===== src/rtl/ula_sequencer.sv =====
`default_nettype none
// ============================================================================
// Module      : ula_sequencer
// Description : Command-driven controller and sole master of the shared
//               N_BITS-wide ALU (AND/OR/ADD/SUB with signed-overflow flag).
//               Accepts ops on a valid/ready command port, drives the ALU,
//               captures result/flag and returns them on a valid/ready
//               response port. Adds an accumulator op (ACC/CLR) and a
//               multi-cycle unsigned multiply built from repeated ALU ADDs.
//
//   Ports
//     clk, rst_n             clock (rising edge), async active-low reset
//     cmd_valid/cmd_ready    command handshake (ready only while idle)
//     cmd_op[2:0]            0 AND 1 OR 2 ADD 3 SUB 4 MUL 5 ACC 6 CLR 7 rsvd
//     cmd_a, cmd_b           operands
//     alu_a, alu_b, alu_f    ALU operand/function drive (0 when not in use)
//     alu_y, alu_ovf         ALU combinational result and overflow flag
//     rsp_valid/rsp_ready    response handshake
//     rsp_data, rsp_ovf      result and its overflow flag
//     stat_ops, stat_ovf     saturating response counters
//                            (only with ULA_SEQ_STATS_EN defined)
//
//   Build option : ULA_SEQ_STATS_EN adds the statistics counters and ports.
//
//   Revision     : 1.0  initial release
// ============================================================================
module ula_sequencer #(
    parameter int N_BITS = 8
) (
    input  logic              clk,
    input  logic              rst_n,
    input  logic              cmd_valid,
    output logic              cmd_ready,
    input  logic [2:0]        cmd_op,
    input  logic [N_BITS-1:0] cmd_a,
    input  logic [N_BITS-1:0] cmd_b,
    output logic [N_BITS-1:0] alu_a,
    output logic [N_BITS-1:0] alu_b,
    output logic [1:0]        alu_f,
    input  logic [N_BITS-1:0] alu_y,
    input  logic              alu_ovf,
    output logic              rsp_valid,
    input  logic              rsp_ready,
    output logic [N_BITS-1:0] rsp_data,
    output logic              rsp_ovf
`ifdef ULA_SEQ_STATS_EN
    ,
    output logic [15:0]       stat_ops,
    output logic [15:0]       stat_ovf
`endif
);

    // ------------------------------------------------------------------
    // Constants
    // ------------------------------------------------------------------
    localparam int c_IW = (N_BITS > 1) ? $clog2(N_BITS) : 1;
    localparam logic [c_IW-1:0] c_I_LAST = c_IW'(N_BITS - 1);

    localparam logic [1:0] c_ST_IDLE = 2'd0;
    localparam logic [1:0] c_ST_EXEC = 2'd1;
    localparam logic [1:0] c_ST_MUL  = 2'd2;
    localparam logic [1:0] c_ST_DONE = 2'd3;

    localparam logic [2:0] c_OP_MUL = 3'd4;
    localparam logic [2:0] c_OP_ACC = 3'd5;
    localparam logic [2:0] c_OP_CLR = 3'd6;
    localparam logic [2:0] c_OP_RSV = 3'd7;

    localparam logic [1:0] c_F_AND = 2'b00;
    localparam logic [1:0] c_F_ADD = 2'b10;

    // ------------------------------------------------------------------
    // Registers and wires
    // ------------------------------------------------------------------
    logic [1:0]          r_state;
    logic [1:0]          w_state_nxt;
    logic [2:0]          r_op;
    logic [N_BITS-1:0]   r_a;
    logic [N_BITS-1:0]   r_b;
    logic [N_BITS-1:0]   r_acc;
    logic [N_BITS-1:0]   r_acc_m;
    logic [c_IW-1:0]     r_i;
    logic                r_mul_ovf;
    logic [N_BITS-1:0]   r_rsp_data;
    logic                r_rsp_ovf;

    logic [2*N_BITS-1:0] w_a_ext;
    logic [N_BITS-1:0]   w_a_shift;
    logic                w_lost;
    logic                w_carry;
    logic                w_bit;
    logic                w_step_ovf;
    logic                w_mul_last;
    logic                w_accept;
    logic                w_rsp_hs;

    // Partial product a<<i computed double-width: bits shifted past the top
    // of the datapath are exactly (a >> (N_BITS-i)), i.e. product overflow.
    assign w_a_ext    = {{N_BITS{1'b0}}, r_a} << r_i;
    assign w_a_shift  = w_a_ext[N_BITS-1:0];
    assign w_lost     = |w_a_ext[2*N_BITS-1:N_BITS];
    // ADD wrapped around if the sum came out smaller than the addend.
    assign w_carry    = (alu_y < r_acc_m);
    assign w_bit      = r_b[r_i];
    assign w_step_ovf = w_bit & (w_lost | w_carry);
    assign w_mul_last = (r_i == c_I_LAST);

    assign w_accept   = (r_state == c_ST_IDLE) && cmd_valid;
    assign w_rsp_hs   = (r_state == c_ST_DONE) && rsp_ready;

    assign cmd_ready  = (r_state == c_ST_IDLE);
    assign rsp_valid  = (r_state == c_ST_DONE);
    assign rsp_data   = r_rsp_data;
    assign rsp_ovf    = r_rsp_ovf;

    // ------------------------------------------------------------------
    // FSM state register
    // ------------------------------------------------------------------
    always_ff @(posedge clk or negedge rst_n) begin
        if (!rst_n) begin
            r_state <= c_ST_IDLE;
        end else begin
            r_state <= w_state_nxt;
        end
    end

    // ------------------------------------------------------------------
    // FSM next state and ALU drive. ALU inputs are decoded from state so
    // they fall to zero the instant reset asserts.
    // ------------------------------------------------------------------
    always_comb begin
        w_state_nxt = r_state;
        alu_a       = '0;
        alu_b       = '0;
        alu_f       = c_F_AND;
        case (r_state)
            c_ST_IDLE: begin
                if (cmd_valid) begin
                    case (cmd_op)
                        c_OP_MUL:           w_state_nxt = c_ST_MUL;
                        c_OP_CLR, c_OP_RSV: w_state_nxt = c_ST_DONE;
                        default:            w_state_nxt = c_ST_EXEC;
                    endcase
                end
            end
            c_ST_EXEC: begin
                if (r_op == c_OP_ACC) begin
                    alu_a = r_acc;
                    alu_b = r_a;
                    alu_f = c_F_ADD;
                end else begin
                    // ops 0-3 share their encoding with the ALU function
                    alu_a = r_a;
                    alu_b = r_b;
                    alu_f = r_op[1:0];
                end
                w_state_nxt = c_ST_DONE;
            end
            c_ST_MUL: begin
                alu_a = r_acc_m;
                alu_b = w_a_shift;
                alu_f = c_F_ADD;
                if (w_mul_last) begin
                    w_state_nxt = c_ST_DONE;
                end
            end
            c_ST_DONE: begin
                if (rsp_ready) begin
                    w_state_nxt = c_ST_IDLE;
                end
            end
            default: begin
                w_state_nxt = c_ST_IDLE;
            end
        endcase
    end

    // ------------------------------------------------------------------
    // Datapath registers
    // ------------------------------------------------------------------
    always_ff @(posedge clk or negedge rst_n) begin
        if (!rst_n) begin
            r_op       <= '0;
            r_a        <= '0;
            r_b        <= '0;
            r_acc      <= '0;
            r_acc_m    <= '0;
            r_i        <= '0;
            r_mul_ovf  <= 1'b0;
            r_rsp_data <= '0;
            r_rsp_ovf  <= 1'b0;
        end else begin
            case (r_state)
                c_ST_IDLE: begin
                    if (w_accept) begin
                        r_op      <= cmd_op;
                        r_a       <= cmd_a;
                        r_b       <= cmd_b;
                        r_acc_m   <= '0;
                        r_i       <= '0;
                        r_mul_ovf <= 1'b0;
                        if (cmd_op == c_OP_CLR) begin
                            r_acc      <= '0;
                            r_rsp_data <= '0;
                            r_rsp_ovf  <= 1'b0;
                        end else if (cmd_op == c_OP_RSV) begin
                            r_rsp_data <= '0;
                            r_rsp_ovf  <= 1'b1;
                        end
                    end
                end
                c_ST_EXEC: begin
                    r_rsp_data <= alu_y;
                    r_rsp_ovf  <= alu_ovf;
                    if (r_op == c_OP_ACC) begin
                        r_acc <= alu_y;
                    end
                end
                c_ST_MUL: begin
                    if (w_bit) begin
                        r_acc_m <= alu_y;
                    end
                    r_mul_ovf <= r_mul_ovf | w_step_ovf;
                    r_i       <= r_i + 1'b1;
                    if (w_mul_last) begin
                        // final partial sum goes straight to the response
                        r_rsp_data <= w_bit ? alu_y : r_acc_m;
                        r_rsp_ovf  <= r_mul_ovf | w_step_ovf;
                    end
                end
                default: begin
                end
            endcase
        end
    end

`ifdef ULA_SEQ_STATS_EN
    // ------------------------------------------------------------------
    // Saturating response statistics, counted on the handshake cycle
    // ------------------------------------------------------------------
    logic [15:0] r_stat_ops;
    logic [15:0] r_stat_ovf;

    always_ff @(posedge clk or negedge rst_n) begin
        if (!rst_n) begin
            r_stat_ops <= '0;
            r_stat_ovf <= '0;
        end else if (w_rsp_hs) begin
            if (r_stat_ops != 16'hFFFF) begin
                r_stat_ops <= r_stat_ops + 16'd1;
            end
            if (r_rsp_ovf && (r_stat_ovf != 16'hFFFF)) begin
                r_stat_ovf <= r_stat_ovf + 16'd1;
            end
        end
    end

    assign stat_ops = r_stat_ops;
    assign stat_ovf = r_stat_ovf;
`endif

endmodule
`default_nettype wire


===== config.mk =====
export PLATFORM = sky130hd
export DESIGN_NAME = ula_sequencer
export DESIGN_NICKNAME = d
export VERILOG_FILES = /design/src/rtl/ula_sequencer.sv
export SDC_FILE = /design/constraint.sdc
export NUM_CORES = 1
export LEC_CHECK = 0
export CORE_MARGIN = 2
export CORE_UTILIZATION = 57
export DETAILED_ROUTE_END_ITERATION = 6
export HOLD_SLACK_MARGIN = 0.15
export PLACE_DENSITY_LB_ADDON = 0.15
export SLEW_MARGIN = 0
export SYNTH_ARGS = -nofsm -noshare
export SYNTH_HDL_FRONTEND = slang
export SYNTH_SLANG_ARGS = --single-unit

===== constraint.sdc =====
create_clock -name clk -period 3.64 [get_ports clk]
set_input_delay 1.092 -clock clk [delete_from_list [all_inputs] [get_ports clk]]
set_output_delay 1.092 -clock clk [all_outputs]
set_load 0.02 [all_outputs]

==> impl_metrics.ini <==
[outcome]
status = complete, no violations

[min_path]
min_path_type = reg -> reg
worstHoldPathCells = 2

[floorplan]
initial_utilization_pct = 59.42
num_rows = 27
coreArea_um2 = 5540
die_area_um2 = 6399
dieHeight_um = 80.00
ios = 61
die-width_um = 80.00

[route]
drc = 0
postRouteAntennaNets = 0
drt-initial-drc-count = 192
post_drt_via_cell_ratio = 6.081
route.vias.total = 2870
drtPass1Iterations = 5
wirelength_um = 8594
wire_per_inst_um = 18.21

[power_and_ir_drop]
switchingPower_w = 0.001788
powerDensity_nw_per_um2 = 955.6
switching_share_pct = 46.09
totalPowerFinal_w = 0.003880
vdd_drop_max_mv = 0.8271
power.share.clock_pct = 9.0
internal-power_w = 0.002092
p_comb_share_pct = 63.8
power_frac_seq_pct = 27.2
leakage_nw = 1.659

[timing]
grt_setup_unrepaired = false
max_slew_margin_pct = 41.74
holdWs_ns = 0.5028
worst_clock_skew_ns = 0.009104
worst_pin_slew_ns = 0.8717
fin_crit_ns = 3.503
drv_slew = 0
setup_viol = 0
setup_tns_ns = 0
fmax_mhz = 285.4
fin_crit_sh_pct = 96.25
final_hold_viol_count = 0

[synthesis]
synth.distinct_cells = 48
ys_warn_count = 0
ys_ff_latch = 50
ys_seq_area_share_pct = 38.01
synth_edf_count = 0
avgSynthCellArea_um2 = 9.682
synth_fp_nets = 386
async_flop_share_pct = 100.0
synthesis.area_um2 = 3292
yosysTopAreaCellShare_pct = 38.01
synthCells = 340
synth-main-ff-cell = dfrtp_1
synthTopCellsByArea = dfrtp_1 (38%), mux2_2 (11%), ha_1 (5.3%)
yosys.area.top_type = dfrtp_1

[final_layout]
nFillCells = 440
antennaDiodeCount = 0
final_common_cell = clkdlybuf4s50_1
mostFrequentLayoutCells = clkdlybuf4s50_1 (59), dfrtp_1 (49), nand2_1 (34)
syn2layout_area_growth_pct = 23.34
stdcell_count = 472
drive_above_1_share_pct = 16.00
final_net_count = 445

[critical_path]
critical_path_class = reg -> out
reg2reg_to = rsp_data[7]$_DFFE_PN0P_
crit_start = r_i[0]$_DFFE_PN0P_
r2r_cells = 8
critical_path.endpoint = alu_b[6]
r2r_slack_ns = 1.12
critPathRequiredTime_ns = 2.55
setup.worst_path.end_class = output port
crit_arrival_ns = 2.41
cp-start-kind = flip-flop
r2r-start = r_i[0]$_DFFE_PN0P_
crit_fanout = 4

[clocking]
clock_latency_ns = 0.31
cts-buffers-inserted = 5
htree_levels = 2
clk_pin_slew_worst_paths_ns = 0.09
cts_sinks = 50
postCtsSetupBuffers = 0
clock_path_buffers = 2
cts_root_buffer = clkbuf_8
cts_tree = done

[placed_design]
io_buffers = 60
place_congestion = 0.8561
placed_cells = 464
dp_hpwl_um = 6063

[global_route]
grt.total_usage_pct = 28.21
antenna_found_initial = 0
grt_max_degree = 31
overflow = 0
first_global_vias = 2844
grt_first_pass_wirelength_um = 13820

[job]
cap_violations = 0
state kept, by name, summed over array words and instances (netlist names), 2 cells and up:
signal / flops
r_op: 3
rsp_data: 8
r_b: 8
r_i: 3
r_acc_m: 8
r_a: 8
r_state: 2
r_acc: 8
kinds of logic after synthesis:
| kind of cell | after synthesis | share of synthesized area, % |
|---|---|---|
| flops | 50 | 38.01 |
| compound gates | 92 | 18.97 |
| fa+ha+maj | 14 | 5.321 |
| mux | 50 | 18.05 |
| buf+inv | 43 | 5.967 |
| simple gates | 91 | 13.68 |
Yosys cell counts, drive strengths merged, types with 2 or more instances:
library cell / instances
o21a: 2
a31oi: 2
mux2i: 14
a21o: 3
a211oi: 3
nand3b: 2
a32o: 2
mux4: 4
ha: 14
inv: 20
nand2: 34
buf: 7
mux2: 32
o211ai: 6
nand3: 17
and3: 2
o21ai: 31
dfrtp: 50
clkbuf: 15
a22oi: 23
nand2b: 3
o31ai: 4
and2: 3
nor2b: 18
a21oi: 6
nor2: 9
power groups by stage:
stage / clock network, W / logic (W) / registers [W]
5_1_grt: 0.000373 / 0.00270 / 0.00108
2_1_floorplan: 0 / 0.00178 / 0.000964
6_report: 0.000349 / 0.00248 / 0.00106
4_1_cts: 0.000352 / 0.00247 / 0.00104
3_5_place_dp: 0 / 0.00245 / 0.00105
3_3_place_gp: 0 / 0.00240 / 0.00104
metal layers:
metal  share of wire (%)  GRT usage, %  vias to the layer above
met5                   0             0                        -
met4                 1.5         7.288                        0
met3                 5.6         4.638                       13
met2                  49         45.58                      105
met1                  44         39.52                     1396
li1                    -             -                     1356
repair_timing:
item                       4_1_cts  5_1_grt
hold buffers                     0        0
gates resized for setup          0        2
setup endpoints to repair        0        4
critical path, cell delays in order, from the launching register on:
cell             delay, ns
dfrtp_1               0.48
mux4_2                0.55
mux2_2                0.28
a22oi_1               0.19
nor2b_1               0.07
clkdlybuf4s50_1       0.54
metrics by stage:
step	area, um^2	utilization [%]	setup slack (ns)
floorplan	3292	-	0.7706
global placement	3965	71.57	0.4876
detailed placement	3965	71.57	0.4829
CTS	4056	73.22	0.1134
global route	4060	73.28	0.03391
finish	4060	73.28	0.1365
area by class of cell:
cell class              instances  area, um^2  share of cell area [%]
clock buffers                   7       86.33                   2.126
inverters                      21       78.83                   1.941
clock inverters                 1       5.005                  0.1233
repair buffers                 74       700.7                   17.26
multi-input cells             247        1847                   45.49
flip-flops and latches         50        1252                   30.85
well taps                      72       90.09                   2.219
how the worst min path moves through the flow:
stage / slack, ns / startpoint / to
2_1_floorplan: 0.48 / r_acc[4]$_DFFE_PN0P_ / r_acc[4]$_DFFE_PN0P_
3_3_place_gp: 0.47 / rsp_data[4]$_DFFE_PN0P_ / rsp_data[4]$_DFFE_PN0P_
5_1_grt: 0.53 / rsp_data[0]$_DFFE_PN0P_ / rsp_data[0]$_DFFE_PN0P_
4_1_cts: 0.52 / rsp_data[0]$_DFFE_PN0P_ / rsp_data[0]$_DFFE_PN0P_
3_5_place_dp: 0.49 / rsp_data[0]$_DFFE_PN0P_ / rsp_data[0]$_DFFE_PN0P_
6_report: 0.50 / rsp_data[4]$_DFFE_PN0P_ / rsp_data[4]$_DFFE_PN0P_
Note: power is estimated with default switching activity, not from simulation.
